`config.mk`:
```
export PLATFORM = sky130hd
export DESIGN_NAME = alu_result_queue_flat
export DESIGN_NICKNAME = d
export VERILOG_FILES = /design/src/rtl/alu_result_queue_if.sv /design/src/rtl/alu_result_queue.sv /design/src/flat_wrapper.sv
export SDC_FILE = /design/constraint.sdc
export NUM_CORES = 1
export LEC_CHECK = 0
export CAP_MARGIN = 20
export CORE_ASPECT_RATIO = 0.6
export CORE_MARGIN = 4
export CORE_UTILIZATION = 53
export DETAILED_ROUTE_END_ITERATION = 8
export PLACE_DENSITY_LB_ADDON = 0.1
export RECOVER_POWER = 25
export SYNTH_ARGS = -nofsm -noshare
export SYNTH_HDL_FRONTEND = slang
export SYNTH_SLANG_ARGS = --single-unit
```
`constraint.sdc`:
```
create_clock -name CLK -period 2.9 [get_ports CLK]
set_input_delay 0.87 -clock CLK [delete_from_list [all_inputs] [get_ports CLK]]
set_output_delay 0.87 -clock CLK [all_outputs]
set_load 0.005 [all_outputs]
```
`src/rtl/alu_result_queue_if.sv`:
```
// rtl/alu_result_queue_if.sv - result stream between the ALU result queue and its consumer
interface alu_result_queue_if #(
    parameter int OUT_WIDTH = 10
);
    logic [OUT_WIDTH-1:0] Res_Data;
    logic [1:0]           Res_Src;
    logic                 Res_Valid;
    logic                 Res_Ready;

    modport master (
        output Res_Data,
        output Res_Src,
        output Res_Valid,
        input  Res_Ready
    );

    modport slave (
        input  Res_Data,
        input  Res_Src,
        input  Res_Valid,
        output Res_Ready
    );
endinterface

```
`src/rtl/alu_result_queue.sv`:
```
// rtl/alu_result_queue.sv - tags ALU unit results by source and buffers them in a FWFT queue
module alu_result_queue #(
    parameter int ARITH_WIDTH = 10,
    parameter int LOGIC_WIDTH = 5,
    parameter int CMP_WIDTH   = 3,
    parameter int SHIFT_WIDTH = 5,
    parameter int OUT_WIDTH   = 10,
    parameter int DEPTH       = 4
) (
    input  logic                       CLK,
    input  logic                       RST,
    input  logic [ARITH_WIDTH-1:0]     Arith_OUT,
    input  logic                       Arith_Flag,
    input  logic [LOGIC_WIDTH-1:0]     Logic_OUT,
    input  logic                       Logic_Flag,
    input  logic [CMP_WIDTH-1:0]       CMP_OUT,
    input  logic                       CMP_Flag,
    input  logic [SHIFT_WIDTH-1:0]     SHIFT_OUT,
    input  logic                       SHIFT_Flag,
    input  logic                       CLR,
    alu_result_queue_if.master         res,
    output logic [$clog2(DEPTH):0]     Count,
    output logic                       Full,
    output logic                       Empty,
    output logic                       Overflow,
    output logic                       Collision
);
    localparam int PW = $clog2(DEPTH);
    localparam int CW = PW + 1;
    localparam int EW = OUT_WIDTH + 2;

    localparam logic [1:0] SRC_ARITH = 2'b00;
    localparam logic [1:0] SRC_LOGIC = 2'b01;
    localparam logic [1:0] SRC_CMP   = 2'b10;
    localparam logic [1:0] SRC_SHIFT = 2'b11;

    // Each entry holds {source tag, zero-extended data}
    logic [EW-1:0] mem [DEPTH];
    logic [PW-1:0] wr_ptr;
    logic [PW-1:0] rd_ptr;
    logic [CW-1:0] count_q;
    logic          overflow_q;
    logic          collision_q;

    logic [OUT_WIDTH-1:0] sel_data;
    logic [1:0]           sel_src;
    logic                 any_flag;
    logic                 multi_flag;
    logic [2:0]           flag_sum;
    logic                 full_w;
    logic                 empty_w;
    logic                 pop;
    logic                 push;
    logic                 drop;

    always_comb begin
        sel_data = '0;
        sel_src  = SRC_ARITH;
        if (Arith_Flag) begin
            sel_data = OUT_WIDTH'(Arith_OUT);
            sel_src  = SRC_ARITH;
        end else if (Logic_Flag) begin
            sel_data = OUT_WIDTH'(Logic_OUT);
            sel_src  = SRC_LOGIC;
        end else if (CMP_Flag) begin
            sel_data = OUT_WIDTH'(CMP_OUT);
            sel_src  = SRC_CMP;
        end else if (SHIFT_Flag) begin
            sel_data = OUT_WIDTH'(SHIFT_OUT);
            sel_src  = SRC_SHIFT;
        end
    end

    assign flag_sum   = {2'b00, Arith_Flag} + {2'b00, Logic_Flag}
                      + {2'b00, CMP_Flag}   + {2'b00, SHIFT_Flag};
    assign any_flag   = (flag_sum != 3'd0);
    assign multi_flag = (flag_sum > 3'd1);

    assign full_w  = (count_q == CW'(DEPTH));
    assign empty_w = (count_q == '0);

    // A full queue still accepts when the head leaves on the same edge
    assign pop  = ~empty_w & res.Res_Ready;
    assign push = any_flag & (~full_w | pop);
    assign drop = any_flag & full_w & ~pop;

    always_ff @(posedge CLK or negedge RST) begin
        if (!RST) begin
            for (int i = 0; i < DEPTH; i++) begin
                mem[i] <= '0;
            end
        end else if (!CLR && push) begin
            mem[wr_ptr] <= {sel_src, sel_data};
        end
    end

    always_ff @(posedge CLK or negedge RST) begin
        if (!RST) begin
            wr_ptr      <= '0;
            rd_ptr      <= '0;
            count_q     <= '0;
            overflow_q  <= 1'b0;
            collision_q <= 1'b0;
        end else if (CLR) begin
            wr_ptr      <= '0;
            rd_ptr      <= '0;
            count_q     <= '0;
            overflow_q  <= 1'b0;
            collision_q <= 1'b0;
        end else begin
            if (push) begin
                wr_ptr <= wr_ptr + PW'(1);
            end
            if (pop) begin
                rd_ptr <= rd_ptr + PW'(1);
            end
            case ({push, pop})
                2'b10:   count_q <= count_q + CW'(1);
                2'b01:   count_q <= count_q - CW'(1);
                default: count_q <= count_q;
            endcase
            if (drop) begin
                overflow_q <= 1'b1;
            end
            if (multi_flag) begin
                collision_q <= 1'b1;
            end
        end
    end

    assign res.Res_Data  = mem[rd_ptr][OUT_WIDTH-1:0];
    assign res.Res_Src   = mem[rd_ptr][EW-1 -: 2];
    assign res.Res_Valid = ~empty_w;

    assign Count     = count_q;
    assign Full      = full_w;
    assign Empty     = empty_w;
    assign Overflow  = overflow_q;
    assign Collision = collision_q;
endmodule

```
`src/flat_wrapper.sv`:
```
// flat-port wrapper written by rule: the top's interface ports become plain ports
module alu_result_queue_flat 
#(
    parameter int ARITH_WIDTH = 10,
    parameter int LOGIC_WIDTH = 5,
    parameter int CMP_WIDTH   = 3,
    parameter int SHIFT_WIDTH = 5,
    parameter int OUT_WIDTH   = 10,
    parameter int DEPTH       = 4
)
  (CLK, RST, Arith_OUT, Arith_Flag, Logic_OUT, Logic_Flag, CMP_OUT, CMP_Flag, SHIFT_OUT, SHIFT_Flag, CLR, Count, Full, Empty, Overflow, Collision, res_Res_Data, res_Res_Src, res_Res_Valid, res_Res_Ready);
  alu_result_queue_if #(.OUT_WIDTH(OUT_WIDTH)) res_i ();
  input  logic CLK;
  input  logic RST;
  input  logic [ARITH_WIDTH-1:0] Arith_OUT;
  input  logic Arith_Flag;
  input  logic [LOGIC_WIDTH-1:0] Logic_OUT;
  input  logic Logic_Flag;
  input  logic [CMP_WIDTH-1:0] CMP_OUT;
  input  logic CMP_Flag;
  input  logic [SHIFT_WIDTH-1:0] SHIFT_OUT;
  input  logic SHIFT_Flag;
  input  logic CLR;
  output logic [$clog2(DEPTH):0] Count;
  output logic Full;
  output logic Empty;
  output logic Overflow;
  output logic Collision;
  output wire logic [$bits(res_i.Res_Data)-1:0] res_Res_Data;
  output wire logic [$bits(res_i.Res_Src)-1:0] res_Res_Src;
  output wire logic [$bits(res_i.Res_Valid)-1:0] res_Res_Valid;
  input wire logic [$bits(res_i.Res_Ready)-1:0] res_Res_Ready;
  assign res_Res_Data = res_i.Res_Data;
  assign res_Res_Src = res_i.Res_Src;
  assign res_Res_Valid = res_i.Res_Valid;
  assign res_i.Res_Ready = res_Res_Ready;
  alu_result_queue #(.ARITH_WIDTH(ARITH_WIDTH), .LOGIC_WIDTH(LOGIC_WIDTH), .CMP_WIDTH(CMP_WIDTH), .SHIFT_WIDTH(SHIFT_WIDTH), .OUT_WIDTH(OUT_WIDTH), .DEPTH(DEPTH)) u_core (.CLK(CLK), .RST(RST), .Arith_OUT(Arith_OUT), .Arith_Flag(Arith_Flag), .Logic_OUT(Logic_OUT), .Logic_Flag(Logic_Flag), .CMP_OUT(CMP_OUT), .CMP_Flag(CMP_Flag), .SHIFT_OUT(SHIFT_OUT), .SHIFT_Flag(SHIFT_Flag), .CLR(CLR), .res(res_i), .Count(Count), .Full(Full), .Empty(Empty), .Overflow(Overflow), .Collision(Collision));
endmodule
```
## Word-level counts from Yosys, hierarchy flattened

Index checks and enable logic that the tools add are counted.

- Flip-flop bits (word level): 57
- Input port bits: 31
- Output and inout bits: 20
- Logic and storage cells: 67

- Add/subtract/negate cells: 7
- Magnitude comparators: 4
- Eq/ne operators: 3
- Muxes and demuxes: 24
- Bitwise logic cells: 10
- Reductions and logical operators: 10

Operators by type and width:

| cell | number |
|---|---|
| bitwise mux 48 bit | 1 |
| two-way mux 12 bit | 3 |
| two-way mux 10 bit | 3 |
| binary-select mux 12 bit (select 2 bit) | 1 |
| demux 12 bit (select 2 bit) | 1 |
| two-way mux 2 bit | 8 |
| nonzero test 2 bit | 4 |
| adder 3 x 1 -> 3 bit | 2 |
| >= comparator 3 bit, second input constant | 2 |
| NOT 2 -> 3 bit | 2 |
| case mux 3 bit (2 select lines) | 1 |
| nonzero test 3 bit | 2 |
| two-way mux 5 bit | 1 |
| adder 2 x 1 -> 2 bit, second input constant | 2 |
| bitwise AND 1 bit | 4 |
| two-way mux 1 bit | 4 |
| adder 3 x 1 -> 3 bit, second input constant | 1 |
| equality test 3 bit, second input constant | 1 |
| > comparator 3 x 1 -> 1 bit, second input constant | 1 |
| logical NOT 3 bit | 1 |
| less-than comparator 3 x 1 -> 1 bit, second input constant | 1 |
| two-way mux 3 bit | 1 |
| NOT 1 bit | 3 |
| subtractor 3 x 1 -> 3 bit, second input constant | 1 |
| 6 further kinds | 7 |

## Longest topological paths before layout

Gate-level depths: netlist (run 1).

- Depth after elaboration: 8
- Gate-level depth with buffers: 10
- Gate-level depth less buffers: 10

## Worst setup path after synthesis (run 1)

OpenSTA, ideal clock, no wires.

- Kind: in2reg
- Start: in Arith_Flag
- End: reg u_core.count_q[2] (netlist: u_core.Count[2])
- Setup time: 136 ps
- Data arrival time: 3511 ps
- Data required time: 2764 ps
- Path slack: -746 ps
- Cell stages on the path: 10
- Path buffers: 0
- Path through: ha_1 fa_1 inv_1 ha_1 nor3_2 nand3_1 fa_1 or3_2 a32oi_1 a21oi_1

- Cells in the longest elaborated chain, start to end: 8
- Elaborated cells between the ends (all ways): 10
- Those cells by class: add/sub (3); eq/ne (2); mux (2); bitwise (1); reduce/logical (2)

RTL lines:

| what | line | source |
|---|---|---|
| start: declaration | flat_wrapper.sv:16 | `input logic Arith_Flag;` |
| adder 1 x 1 -> 2 bit (*) | alu_result_queue.sv:74 | `assign flag_sum = {2'b00, Arith_Flag} + {2'b00, Logic_Flag}` |
| adder 3 x 1 -> 3 bit (*) (2 in a row) | alu_result_queue.sv:75 | `+ {2'b00, CMP_Flag} + {2'b00, SHIFT_Flag};` |
| nonzero test 3 bit (*) | alu_result_queue.sv:76 | `assign any_flag = (flag_sum != 3'd0);` |
| bitwise AND 1 bit (*) | alu_result_queue.sv:84 | `assign push = any_flag & (~full_w \| pop);` |
| equality test 2 x 1 -> 1 bit or equality test 2 bit (tied branches) | alu_result_queue.sv:117 | `case ({push, pop})` |
| case mux 3 bit (2 select lines) | alu_result_queue.sv:117 |  |
| two-way mux 3 bit | alu_result_queue.sv:104 | `end else if (CLR) begin` |
| end signal: assignment | alu_result_queue.sv:118 | `2'b10: count_q <= count_q + CW'(1);` |
| end signal: assignment | alu_result_queue.sv:119 | `2'b01: count_q <= count_q - CW'(1);` |
| end signal: assignment | alu_result_queue.sv:120 | `default: count_q <= count_q;` |
| end: declaration | alu_result_queue.sv:41 | `logic [CW-1:0] count_q;` |

Every way passes the cells marked *; elsewhere a longest branch is shown, timed or not.
A chain may end at the register's enable or synchronous reset.

## Worst setup path in the final report (run 1)

- Start: in Logic_Flag
- End: reg u_core.count_q[2] (netlist: u_core.Count[2])

- Cells in the longest elaborated chain, start to end: 8
- Elaborated cells between the ends (all ways): 10
- Those cells by class: add/sub (3); eq/ne (2); mux (2); bitwise (1); reduce/logical (2)

RTL lines:

| what | line | source |
|---|---|---|
| start: declaration | flat_wrapper.sv:18 | `input logic Logic_Flag;` |
| adder 1 x 1 -> 2 bit (*) | alu_result_queue.sv:74 |  |
| adder 3 x 1 -> 3 bit (*) (2 in a row) | alu_result_queue.sv:75 |  |
| nonzero test 3 bit (*) | alu_result_queue.sv:76 |  |
| bitwise AND 1 bit (*) | alu_result_queue.sv:84 |  |
| equality test 2 x 1 -> 1 bit or equality test 2 bit (tied branches) | alu_result_queue.sv:117 |  |
| case mux 3 bit (2 select lines) | alu_result_queue.sv:117 |  |
| two-way mux 3 bit | alu_result_queue.sv:104 |  |

Marked as above.

==> metrics.yaml, run 1 <==
grt:
  grt_max_degree: 58
  groute.usage.overall_pct: 23.32
  grt_pass1_wl_mm: 12.21
  initial_antenna_violation_count: 0
  grt.overflow.total: 0
  first_global_vias: 2244
cells_and_area:
  summed_area_of_non_filler_cells_in_the_final_layout_um2: 4116
  insertedDiodeCount: 0
  area_growth_pct: 33.74
  finish.net_count: 350
  layout-drive-gt1-share_pct: 35.67
timing:
  transition_time_of_the_tightest_slew_check_pin_ns: 1.380
  slew_headroom_pct: 8.021
  timing.fmax_ghz: 0.3375
  setup_viol_count_final: 1
  fin_crit_sh_pct: 102.2
  finalCriticalPeriod_ns: 2.963
  timing.final.hold_violations: 0
  drv_slew: 0
  grt_setup_unrepaired: "true"
  final.setup_skew_ns: 0.008924
  final_critical_path_setup_slack_ns: -0.06312
  final.hold.worst_slack_ns: 0.5063
power_and_ir_drop:
  switching_share_pct: 29.36
  intPower_mw: 2.563
  share_clk_of_total_power_pct: 20.5
  combinational_group_share_of_total_power_pct: 42.6
  power_leakage_nw: 1.776
  seq_power_share_pct: 36.8
  overall_power_after_layout_mw: 3.629
  p_switching_mw: 1.066
  power_density_of_the_placed_cells_nw_per_um2: 881.6
  worst_ir_drop_vdd_mv: 0.4271
critical_path:
  category_of_the_worst_setup_path_capture_point: "flip-flop"
  highest_net_fanout_along_the_worst_path: 2
  number_of_cell_instances_on_the_worst_register_to_register_path: 6
  worst-r2r-setup-slack_ns: 0.86
  worst-setup-path-type: "primary input to flip-flop"
  regToRegStartpoint: "u_core.Count[2]"
  worst_ep_arrival_time_ns: 3.19
  crit_path_start_kind: "primary input"
  destination_of_the_worst_register_to_register_timing_path: "u_core.Count[2]"
  critPathRequiredTime_ns: 3.13
drt:
  drc: 0
  detailed_route_wl_mm: 7.278
  drt-initial-drc-count: 104
  routed_via_density: 5.434
  firstDrtPassIters: 6
  ant_nets: 0
  wire_per_inst_um: 18.47
  vias: 2141
clock_tree:
  insertion_delay_ns: 0.34
  ctsLongestPathBuffers: 2
  cts_num_sinks: 57
  cts_h_tree_lvls: 3
  ctsRootBufferMaster: "sky130_fd_sc_hd__clkbuf_8"
  clk_pin_slew_worst_paths_ns: 0.07
  cts_hold_buffers: 0
  cts_tree: "built"
  cts_buffers: 9
synthesis:
  synth_seq_area_share_pct: 46.34
  mappedNetlistNets: 273
  synth_edf_count: 0
  synth_top_cell_by_area: "sky130_fd_sc_hd__dfrtp_1"
  synth_cell_type_count: 41
  synth_top_cell_area_share_pct: 46.34
  synth.cell_area_um2: 3078
  netlist_instances: 233
  syn_avg_cell_area_um2: 13.21
  synth.ff_latch_count: 57
  postSynth.asyncResetShare_pct: 100.0
  netlist_top_cells_count: "57 x sky130_fd_sc_hd__dfrtp_1, 21 x sky130_fd_sc_hd__mux2_4, 16 x sky130_fd_sc_hd__nor2_1"
  synthFlopType: "sky130_fd_sc_hd__dfrtp_1"
  most_used_standard_cell_by_instance_count_after_synthesis: "sky130_fd_sc_hd__dfrtp_1"
  post_synth_main_area_contributors: "sky130_fd_sc_hd__dfrtp_1 46%, sky130_fd_sc_hd__mux2_4 10%, sky130_fd_sc_hd__mux4_2 8.8%"
  yosys_warn_count: 0
worst_hold_path:
  timing.hold.worst_path_depth: 1
  hp-class: "flip-flop to flip-flop"
  whs_endpoint: "u_core.mem[4]"
  min_from: "u_core.mem[4]"
die:
  floorplan.rows: 21
  core_region_area_um2: 5597
  ioPinCount: 51
  floorplan.die.width_um: 106.4
  die_height_um: 67.03
  floorplan.initialDensity_pct: 55.00
  total_die_area_um2: 7131
run_status:
  violations_in_the_final_reports: "setup timing"
  outcome: "complete, but fails checks"
placed_design:
  post-dp-hpwl_mm: 5.080
  post_dp_cell_area_um2: 3891
  gp_congestion: 0.7958
  total_of_buffers_placed_on_input_and_output_ports: 50
run:
  timing.max_cap.violations: 0
power groups by stage:
stage	logic (mW)	clock network [mW]	registers [mW]
finish	1.55	0.746	1.34
global route	1.68	0.798	1.37
CTS	1.56	0.756	1.33
detailed placement	1.53	0	1.34
global placement	1.51	0	1.32
floorplan	0.955	0	1.27
final cells by class:
type | instances | area [um^2]
multi-input combinational | 150 | 1573
clock buffer | 12 | 155.1
timing repair buffer | 81 | 780.7
tap | 80 | 100.1
fill | 399 | 1480
clock inverter | 3 | 40.04
inverter | 11 | 41.29
sequential | 57 | 1426
sequential cells by signal, indices dropped and copies added (netlist names):
signal            cells
u_core.Collision      1
u_core.Count          3
u_core.Overflow       1
u_core.mem           48
u_core.rd_ptr         2
u_core.wr_ptr         2
cell usage in the layout (no fill, tap or decap), drive strengths merged, types with 5 or more instances in the layout:
cell and count:
a211oi 5, dfrtp 57, clkdlybuf4s50 45, clkbuf 13, a2bb2oi 9, mux4 12, and2 6, nor2b 7
mux2 36, buf 33, ha 7, a21oi 11, inv 11, nor2 16
worst max-delay path, stage by stage:
cell and delay [ns]:
sky130_fd_sc_hd__buf_8 0.10, sky130_fd_sc_hd__ha_4 0.23, sky130_fd_sc_hd__fa_2 0.34, sky130_fd_sc_hd__inv_2 0.07, sky130_fd_sc_hd__ha_4 0.20, sky130_fd_sc_hd__nor3_4 0.22
sky130_fd_sc_hd__nand3_2 0.10, sky130_fd_sc_hd__fa_2 0.35, sky130_fd_sc_hd__or3_4 0.40, sky130_fd_sc_hd__a32oi_1 0.21, sky130_fd_sc_hd__a21oi_1 0.09
per-stage QoR:
step / cells / utilization [%] / setup WS [ns] / setup TNS, ns
after CTS: 394 / 73.53 / -0.05416 / -0.05416
after global routing: 394 / 73.55 / -0.1438 / -0.3937
after global placement: 376 / 69.53 / -0.8181 / -33.70
after detailed placement: 376 / 69.53 / -0.8927 / -35.71
after floorplan: 233 / - / -0.3720 / -0.5151
final: 394 / 73.55 / -0.06312 / -0.06312
worst max-delay path by stage:
stage | slack, ns | from | to | cells after the start
detailed placement | -0.89 | Arith_Flag | u_core.mem[26] | 11
finish | -0.06 | Logic_Flag | u_core.Count[2] | 11
floorplan | -0.37 | Arith_Flag | u_core.Count[2] | 10
CTS | -0.05 | Logic_Flag | u_core.Count[2] | 11
global route | -0.14 | Logic_Flag | u_core.Count[2] | 11
global placement | -0.82 | Arith_Flag | u_core.Count[2] | 11
logic make-up (layout without fill, tap and decap cells):
family	after synthesis	in the layout	synth area share (%)
AO/OA/AOI/OAI	36	36	8.131
XOR/XNOR	4	4	1.138
adder cells (fa/ha/maj)	9	9	4.146
buffers and inverters	26	107	4.593
flip-flops	57	57	46.34
multiplexers	51	51	25.49
AND/OR/NAND/NOR	50	50	10.16
metal layers:
layer	wire length, um	track usage, %
met1	3674	33.46
met2	3213	33.68
met3	302	8.035
met4	87	6.139
met5	0	0
what timing repair did:
| item | 4_1_cts | 5_1_grt |
|---|---|---|
| pin swaps | 9 | 2 |
| gates resized for setup | 15 | 1 |
| gates cloned | 0 | 0 |
| setup buffers | 3 | 0 |
| endpoints found under the setup margin | 53 | 14 |
| hold endpoints to repair | 0 | 0 |
No activity file was read; power rests on OpenSTA's default activity.
==> run 2, diff against run 1 <==
--- a/config.mk
+++ b/config.mk
@@ -10,6 +10,7 @@
 export CORE_MARGIN = 4
 export CORE_UTILIZATION = 53
 export DETAILED_ROUTE_END_ITERATION = 8
+export HOLD_SLACK_MARGIN = 0.05
 export PLACE_DENSITY_LB_ADDON = 0.1
 export RECOVER_POWER = 25
 export SYNTH_ARGS = -nofsm -noshare
==> results of run 2 <==
Final layout, timing and power as in run 1 (identical DEF).
==> run 3, diff against run 2 <==
--- a/config.mk
+++ b/config.mk
@@ -8,7 +8,8 @@
 export CAP_MARGIN = 20
 export CORE_ASPECT_RATIO = 0.6
 export CORE_MARGIN = 4
-export CORE_UTILIZATION = 53
+export CORE_UTILIZATION = 48
+export CTS_CLUSTER_DIAMETER = 200
 export DETAILED_ROUTE_END_ITERATION = 8
 export HOLD_SLACK_MARGIN = 0.05
 export PLACE_DENSITY_LB_ADDON = 0.1
==> constraint.sdc (replaced) <==
create_clock -name CLK -period 2.6 [get_ports CLK]
set_input_delay 0.78 -clock CLK [delete_from_list [all_inputs] [get_ports CLK]]
set_output_delay 0.78 -clock CLK [all_outputs]
set_load 0.005 [all_outputs]
==> run 3 against run 2 <==
Against the previous run:
- the run still ends with setup timing left
- first-iteration DRC count is 7.7% lower
- cell count is 6.3% higher
- global-route usage is 0.89 points lower
- clock power is 12% higher
- clock skew is 0.0013 ns lower
- die area is 9.4% higher
- register-to-register slack worse by 0.18 ns
- critical path depth stayed put
- via count is 4.3% higher
- clock-buffer cell count stayed put
- hold slack better by 0.0015 ns
- largest cell class unchanged
- largest power group unchanged
==> metrics.yaml, run 3 (synthesis results as in run 1) <==
grt:
  initial_antenna_violation_count: 0  # unchanged
  grt.overflow.total: 0  # unchanged
  grt_max_degree: 37  # -36%
  first_global_vias: 2344  # +4.5%
  groute.usage.overall_pct: 22.43  # -0.89 points
  grt_pass1_wl_mm: 13.28  # +8.8%
critical_path:
  highest_net_fanout_along_the_worst_path: 2  # unchanged
  worstSetupEndpoint: "u_core.Count[2]"
  number_of_cell_instances_on_the_worst_register_to_register_path: 7  # +1
  worst_ep_arrival_time_ns: 3.13  # -0.06 ns
  regToRegStartpoint: "u_core.wr_ptr[0]"
  crit_path_max_incr_delay_ns: 0.39  # about the same
  worst-setup-path-type: "primary input to flip-flop"
  critPathRequiredTime_ns: 2.82  # -0.31 ns
  worstSetupStartpoint: "Logic_Flag"
  worst-r2r-setup-slack_ns: 0.68  # -0.18 ns
  category_of_the_worst_setup_path_capture_point: "flip-flop"
  destination_of_the_worst_register_to_register_timing_path: "u_core.mem[44]"
  crit_path_top_delay_cell: "sky130_fd_sc_hd__or3_4"
  crit_path_cell_trace: "buf_8 > ha_4 > fa_2 > inv_2 > ha_4 > nor3_4 > nand3_2 > fa_2 > or3_4 > a32oi_1 > a21oi_1"
  crit_family: "adder cells"
  path_depth: 11  # unchanged
  cp.buffers_inverters: 2  # unchanged
  crit_path_start_kind: "primary input"
placed_design:
  total_of_buffers_placed_on_input_and_output_ports: 50  # unchanged
  gp_congestion: 0.7844  # -1.4%
  post-dp-hpwl_mm: 5.422  # +6.7%
  post_dp_cell_area_um2: 4009  # +3.0%
  preCtsSetupSlack_ns: -1.055  # -0.1626 ns
clock_tree:
  ctsRootBufferMaster: "sky130_fd_sc_hd__clkbuf_8"
  clk_pin_slew_worst_paths_ns: 0.07  # about the same
  cts_tree: "built"
  cts_h_tree_lvls: 3  # unchanged
  cts_num_sinks: 57  # unchanged
  insertion_delay_ns: 0.34  # about the same
  ctsLongestPathBuffers: 2  # unchanged
  cts_buffers: 9  # unchanged
power_and_ir_drop:
  worst_ir_drop_vdd_mv: 0.4988  # +17%
  power_density_of_the_placed_cells_nw_per_um2: 963.6  # +9.3%
  overall_power_after_layout_mw: 4.452  # +23%
  power_leakage_nw: 2.021  # +14%
timing:
  transition_time_of_the_tightest_slew_check_pin_ns: 1.202  # -0.1779 ns
  timing.final.hold_violations: 0  # unchanged
  drv_slew: 0  # unchanged
  timing.fmax_ghz: 0.3435
  final.hold.worst_slack_ns: 0.5078  # +0.001499 ns
  grt_setup_unrepaired: "true"
  fin_crit_sh_pct: 112.0
  slew_headroom_pct: 19.88  # +12 points
  final.setup_skew_ns: 0.007623  # -0.001301 ns
  final_critical_path_setup_slack_ns: -0.3109  # -0.2478 ns
  finalCriticalPeriod_ns: 2.911
  setup_viol_count_final: 51  # +50
cells_and_area:
  area_growth_pct: 50.12
  final_cell_mix: "56 x sky130_fd_sc_hd__dfrtp_1, 35 x sky130_fd_sc_hd__mux2_4, 33 x sky130_fd_sc_hd__clkdlybuf4s50_1"
  finish.net_count: 371  # +6.0%
  largest_reg_flops: 48  # unchanged
  layout-drive-gt1-share_pct: 45.07  # +9.4 points
  layout.cells.most_common: "sky130_fd_sc_hd__dfrtp_1"
  summed_area_of_non_filler_cells_in_the_final_layout_um2: 4621  # +12%
  insertedDiodeCount: 0  # unchanged
  register_with_the_most_flip_flops: "u_core.mem"
die:
  floorplan.initialDensity_pct: 49.92  # -5.1 points
  core_region_area_um2: 6166  # +10%
  floorplan.die.width_um: 111.4  # +4.7%
  total_die_area_um2: 7799  # +9.4%
  ioPinCount: 51  # unchanged
  die_height_um: 70.03  # +4.5%
  floorplan.rows: 22  # +4.8%
drt:
  detailed_route_wl_mm: 8.361  # +15%
  wire_per_inst_um: 19.95  # +8.0%
  vias: 2232  # +4.3%
  firstDrtPassIters: 4  # -2
  routed_via_density: 5.327  # -2.0%
  ant_nets: 0  # unchanged
  drt-initial-drc-count: 96  # -7.7%
  drc: 0  # unchanged
run_status:
  outcome: "complete, but fails checks"
  violations_in_the_final_reports: "setup timing"
run:
  timing.max_cap.violations: 0  # unchanged
worst_hold_path:
  hp-class: "flip-flop to flip-flop"
## run 3: cell count changes in the layout (fill, tap and decap cells not counted), sizes merged
cell           delta
bufbuf            +1
dlygate4sd2       +8
clkdlybuf4s15     +4
buf              +17
clkdlybuf4s50    -12
clkbuf            +3
## run 3: cell type report
cell class	instances	area, um^2
flip-flops and latches	57	1428
repair buffers	102	1089
well taps	84	105.1
multi-input cells	150	1763
inverters	11	41.29
clock buffers	12	155.1
clock inverters	3	40.04
fillers	410	1545
## run 3: repair_timing
item	CTS	global route
endpoints found under the hold margin	0	0
hold buffers	0	0
setup endpoints to repair	67	56
cloned	3	1
gates resized for setup	67	20
pin swaps	18	12
setup buffers	8	6
## run 3: metal layers
layer	track usage, %	vias to the layer above	share of wire [%]	routed length (um)
met3	4.935	6	6.1	509
li1	-	1039	-	-
met2	33.00	64	45	3731
met1	33.56	1123	48	4035
met4	6.073	0	1.0	85
met5	0	-	0	0
## run 3: through the flow
stage | utilization, % | instances | TNS, ns
after floorplan | - | 233 | -6.683
after global placement | 65.02 | 389 | -43.33
after detailed placement | 65.02 | 389 | -45.72
after CTS | 73.17 | 414 | -4.144
after global routing | 74.94 | 419 | -8.474
final | 74.94 | 419 | -6.255
## run 3: worst min path at each step
stage	slack [ns]	endpoint	startpoint	depth (start not counted)
5_1_grt	0.52	u_core.mem[20]	u_core.mem[20]	1
4_1_cts	0.41	u_core.Count[0]	RST	1
2_1_floorplan	0.48	u_core.Collision	RST	0
3_5_place_dp	0.49	u_core.mem[20]	u_core.mem[20]	1
3_3_place_gp	0.49	u_core.mem[15]	u_core.mem[15]	1
6_report	0.51	u_core.mem[44]	u_core.mem[44]	1
## run 3: power breakdown
part           total (mW)  leakage (nW)  switching, mW  internal (mW)
registers            1.50         0.720          0.249           1.25
logic                2.11          1.20          0.730           1.38
clock network       0.838         0.102          0.351          0.487
==> RTL edit 1, RTL diff (flow settings as in run 3) <==
`SHIFT_WIDTH` is set to 5 in 2 places; all go to 10.
--- a/src/rtl/alu_result_queue.sv
+++ b/src/rtl/alu_result_queue.sv
@@ -5,3 +5,3 @@
     parameter int CMP_WIDTH   = 3,
-    parameter int SHIFT_WIDTH = 5,
+    parameter int SHIFT_WIDTH = 10,
     parameter int OUT_WIDTH   = 10,
--- a/src/flat_wrapper.sv
+++ b/src/flat_wrapper.sv
@@ -6,3 +6,3 @@
     parameter int CMP_WIDTH   = 3,
-    parameter int SHIFT_WIDTH = 5,
+    parameter int SHIFT_WIDTH = 10,
     parameter int OUT_WIDTH   = 10,
Interface: changed (resized SHIFT_OUT); port bits go from 51 to 56. The function was not compared with the original's and may differ.
==> RTL edit 1 against run 3 <==
Synthesized area is 2.4% higher. Total power fell by 9.8%. Critical endpoint is now u_core.Count[1]. The flow still finishes with violations (negative setup slack). Sequential cell count is the same. Global-route usage fell by 0.28 points. Routed wire length down 1.8%. Highest routed layer unchanged. Final cell count is 1.4% higher. Worst hold slack worse by 0.0045 ns. Design area shrank 6.6%. Die area rose by 2.1%. Worst setup slack gained 0.020 ns. Maximum frequency grew 0.68%.
==> RTL edit 1: results <==
set metrics [dict create \
    routed_wl_mm 8.21 \
    n_all_inverters 14 \
    clkCellAreaFrac_pct 4.87 \
    r2r_cells 5 \
    peakVddDrop_v 0.000551 \
    gp_congestion 0.851 \
    min_to "u_core.mem[17]" \
    skew_ns 0.00498 \
    drive_gt1_share_pct 38.1 \
    nClkBuffers 10 \
    holdWs_ns 0.503 \
    pg_seq_mw 1.46 \
    setup_viol 34 \
    post-cts-setup-buffers 5 \
    multi_input_area_sq_mm 0.00167 \
    wl_met3_um 659 \
    hpwl_mm 5.83 \
    via_per_inst 5.75 \
    dp.cells 402 \
    syn_avg_cell_area_sq_um 12.4 \
    n_all_buffers 92 \
    synth_fp_nets 299 \
    io_buffers 55 \
    grt_start_max_net_pins 58 \
    post_synth_num_cell_types 43 \
    r2r_slack_ns 0.51 \
    p_clk_uw 897 \
    pg_comb_mw 1.66 \
    worst_slack_ns -0.291 \
    seq_cell_count 57 \
    final_util_pct 69.0 \
    rr_startpoint "u_core.Count[0]" \
    post_drt_wl_per_cell_um 19.3 \
    drt-met1-wl_mm 3.91 \
    outcome "complete, but fails checks" \
    yosysSeqAreaShare_pct 45.3 \
    dpl-instance-area_sq_mm 0.00401 \
    p_switching_mw 1.21 \
    grt_use_met1_pct 32.7 \
    grt_pass1_wl_mm 13.5 \
    synth_commonest_cells "dfrtp_1, mux2_2, inv_1" \
    multi_input_gates 162 \
    setup_tns_ns -1.43 \
    max_stage_delay_ns 0.49 \
    violations "negative setup slack" \
    globalRouteTotalUtil_pct 22.1 \
    slowest_stage "or4_4" \
]
==> RTL edit 1: logic make-up (layout without fill, tap and decap cells) <==
family                   after synthesis  after routing  synth area share (%)
buffers and inverters                 35            122                  5.12
AO/OA/AOI/OAI                         47             47                  11.7
flip-flops                            57             57                  45.3
multiplexers                          51             51                  22.4
XOR/XNOR                               2              2                 0.556
AND/OR/NAND/NOR                       53             53                  10.8
adder cells (fa/ha/maj)                9              9                  4.05
==> RTL edit 1: how the worst max path moves through the flow <==
| stage | from | to | slack [ns] | cells after the start |
|---|---|---|---|---|
| 2_1_floorplan | Arith_Flag | u_core.Count[1] | -0.77 | 11 |
| 3_3_place_gp | Arith_Flag | u_core.Count[1] | -0.98 | 10 |
| 3_5_place_dp | Arith_Flag | u_core.Count[1] | -1.08 | 10 |
| 4_1_cts | Logic_Flag | u_core.Count[1] | -0.27 | 10 |
| 5_1_grt | Logic_Flag | u_core.Count[1] | -0.35 | 10 |
| 6_report | Logic_Flag | u_core.Count[1] | -0.29 | 10 |
==> RTL edit 2, RTL diff (flow settings as in run 3) <==
Made on the original files. Register the output `Count` once more, cleared by the reset; this adds one clock of latency there. The other outputs are not delayed to match.
--- a/src/rtl/alu_result_queue.sv
+++ b/src/rtl/alu_result_queue.sv
@@ -134,3 +134,9 @@
 
-    assign Count     = count_q;
+    always_ff @(posedge CLK or negedge RST) begin
+        if (!RST) begin
+            Count <= '0;
+        end else begin
+            Count <= count_q;
+        end
+    end
     assign Full      = full_w;
Formal check against the unedited RTL: not equivalent (a bounded check fails within 4 cycles, from zero or initial values and one cycle with RST low).
==> RTL edit 2 against run 3 <==
The flow still finishes with violations (negative setup slack). Total power increased by 7.1%. Via count up 1.6%. Worst hold slack lost 0.011 ns. Synthesized cell count is 1.3% higher. Core utilization is 0.92 points lower. Clock power is 11% higher. Synthesized area increased by 4.1%. Worst setup slack improved by 0.054 ns. Die area increased by 3.8%. Sequential cell count increased by 3. Design area up 0.97%. Routed wire length shrank 3.4%. Global-route usage down 1.7 points. Largest cell class unchanged. Highest routed layer unchanged.
==> RTL edit 2: results <==
set metrics [dict create \
    worst_slack_ns -0.256 \
    drt_iter0_markers 134 \
    clockPowerShare_pct 19.5 \
    post_cts_resized 46 \
    p_leak_nw 2.05 \
    grt_start_max_net_pins 61 \
    dpl-instance-area_sq_mm 0.00400 \
    synth_commonest_cells "dfrtp_1, mux2_4, inv_1" \
    slowest_stage "fa_2" \
    post_drt_wl_per_cell_um 19.1 \
    hold_depth 2 \
    pre_cts_slack_ns -1.08 \
    drive_gt1_share_pct 45.3 \
    globalRouteTotalUtil_pct 20.7 \
    post_synth_num_cell_types 38 \
    fillCellCount 421 \
    max_stage_delay_ns 0.42 \
    dp.cells 383 \
    outcome "complete, but fails checks" \
    skew_ns 0.00641 \
    violations "negative setup slack" \
    r2r_cells 8 \
    grt_use_met1_pct 29.3 \
    met2_length_mm 3.83 \
    tightestPinTransition_ns 1.46 \
    setup_viol 63 \
    power_frac_comb_pct 46.8 \
    r2r_end "u_core.count_q[2]" \
    p_switching_mw 1.43 \
    hpwl_mm 4.93 \
    wl_met3_um 395 \
    finalPower_mw 4.77 \
]
==> RTL edit 2: cell count changes in the layout (fill, tap and decap cells not counted), sizes merged, moves of 4 or more <==
cell / delta
nor2: -4
clkdlybuf4s15: -5
inv: +4
clkdlybuf4s50: +6
==> RTL edit 2: final cells by class <==
type / instances / area, sq um / area share (%)
sequential: 60 / 1500 / 32.2
timing repair buffer: 99 / 1030 / 22.1
tap: 84 / 105 / 2.25
clock buffer: 11 / 141 / 3.03
inverter: 15 / 56.3 / 1.21
clock inverter: 5 / 75.1 / 1.61
multi-input combinational: 148 / 1750 / 37.6
==> RTL edit 2: cells by family after synthesis <==
kind of cell / Yosys count / share of synthesized area [%]
flip-flops: 60 / 46.8
buffers and inverters: 29 / 4.64
XOR/XNOR: 5 / 1.37
adder cells (fa/ha/maj): 10 / 4.37
AND/OR/NAND/NOR: 44 / 8.63
AO/OA/AOI/OAI: 39 / 9.49
multiplexers: 49 / 24.7
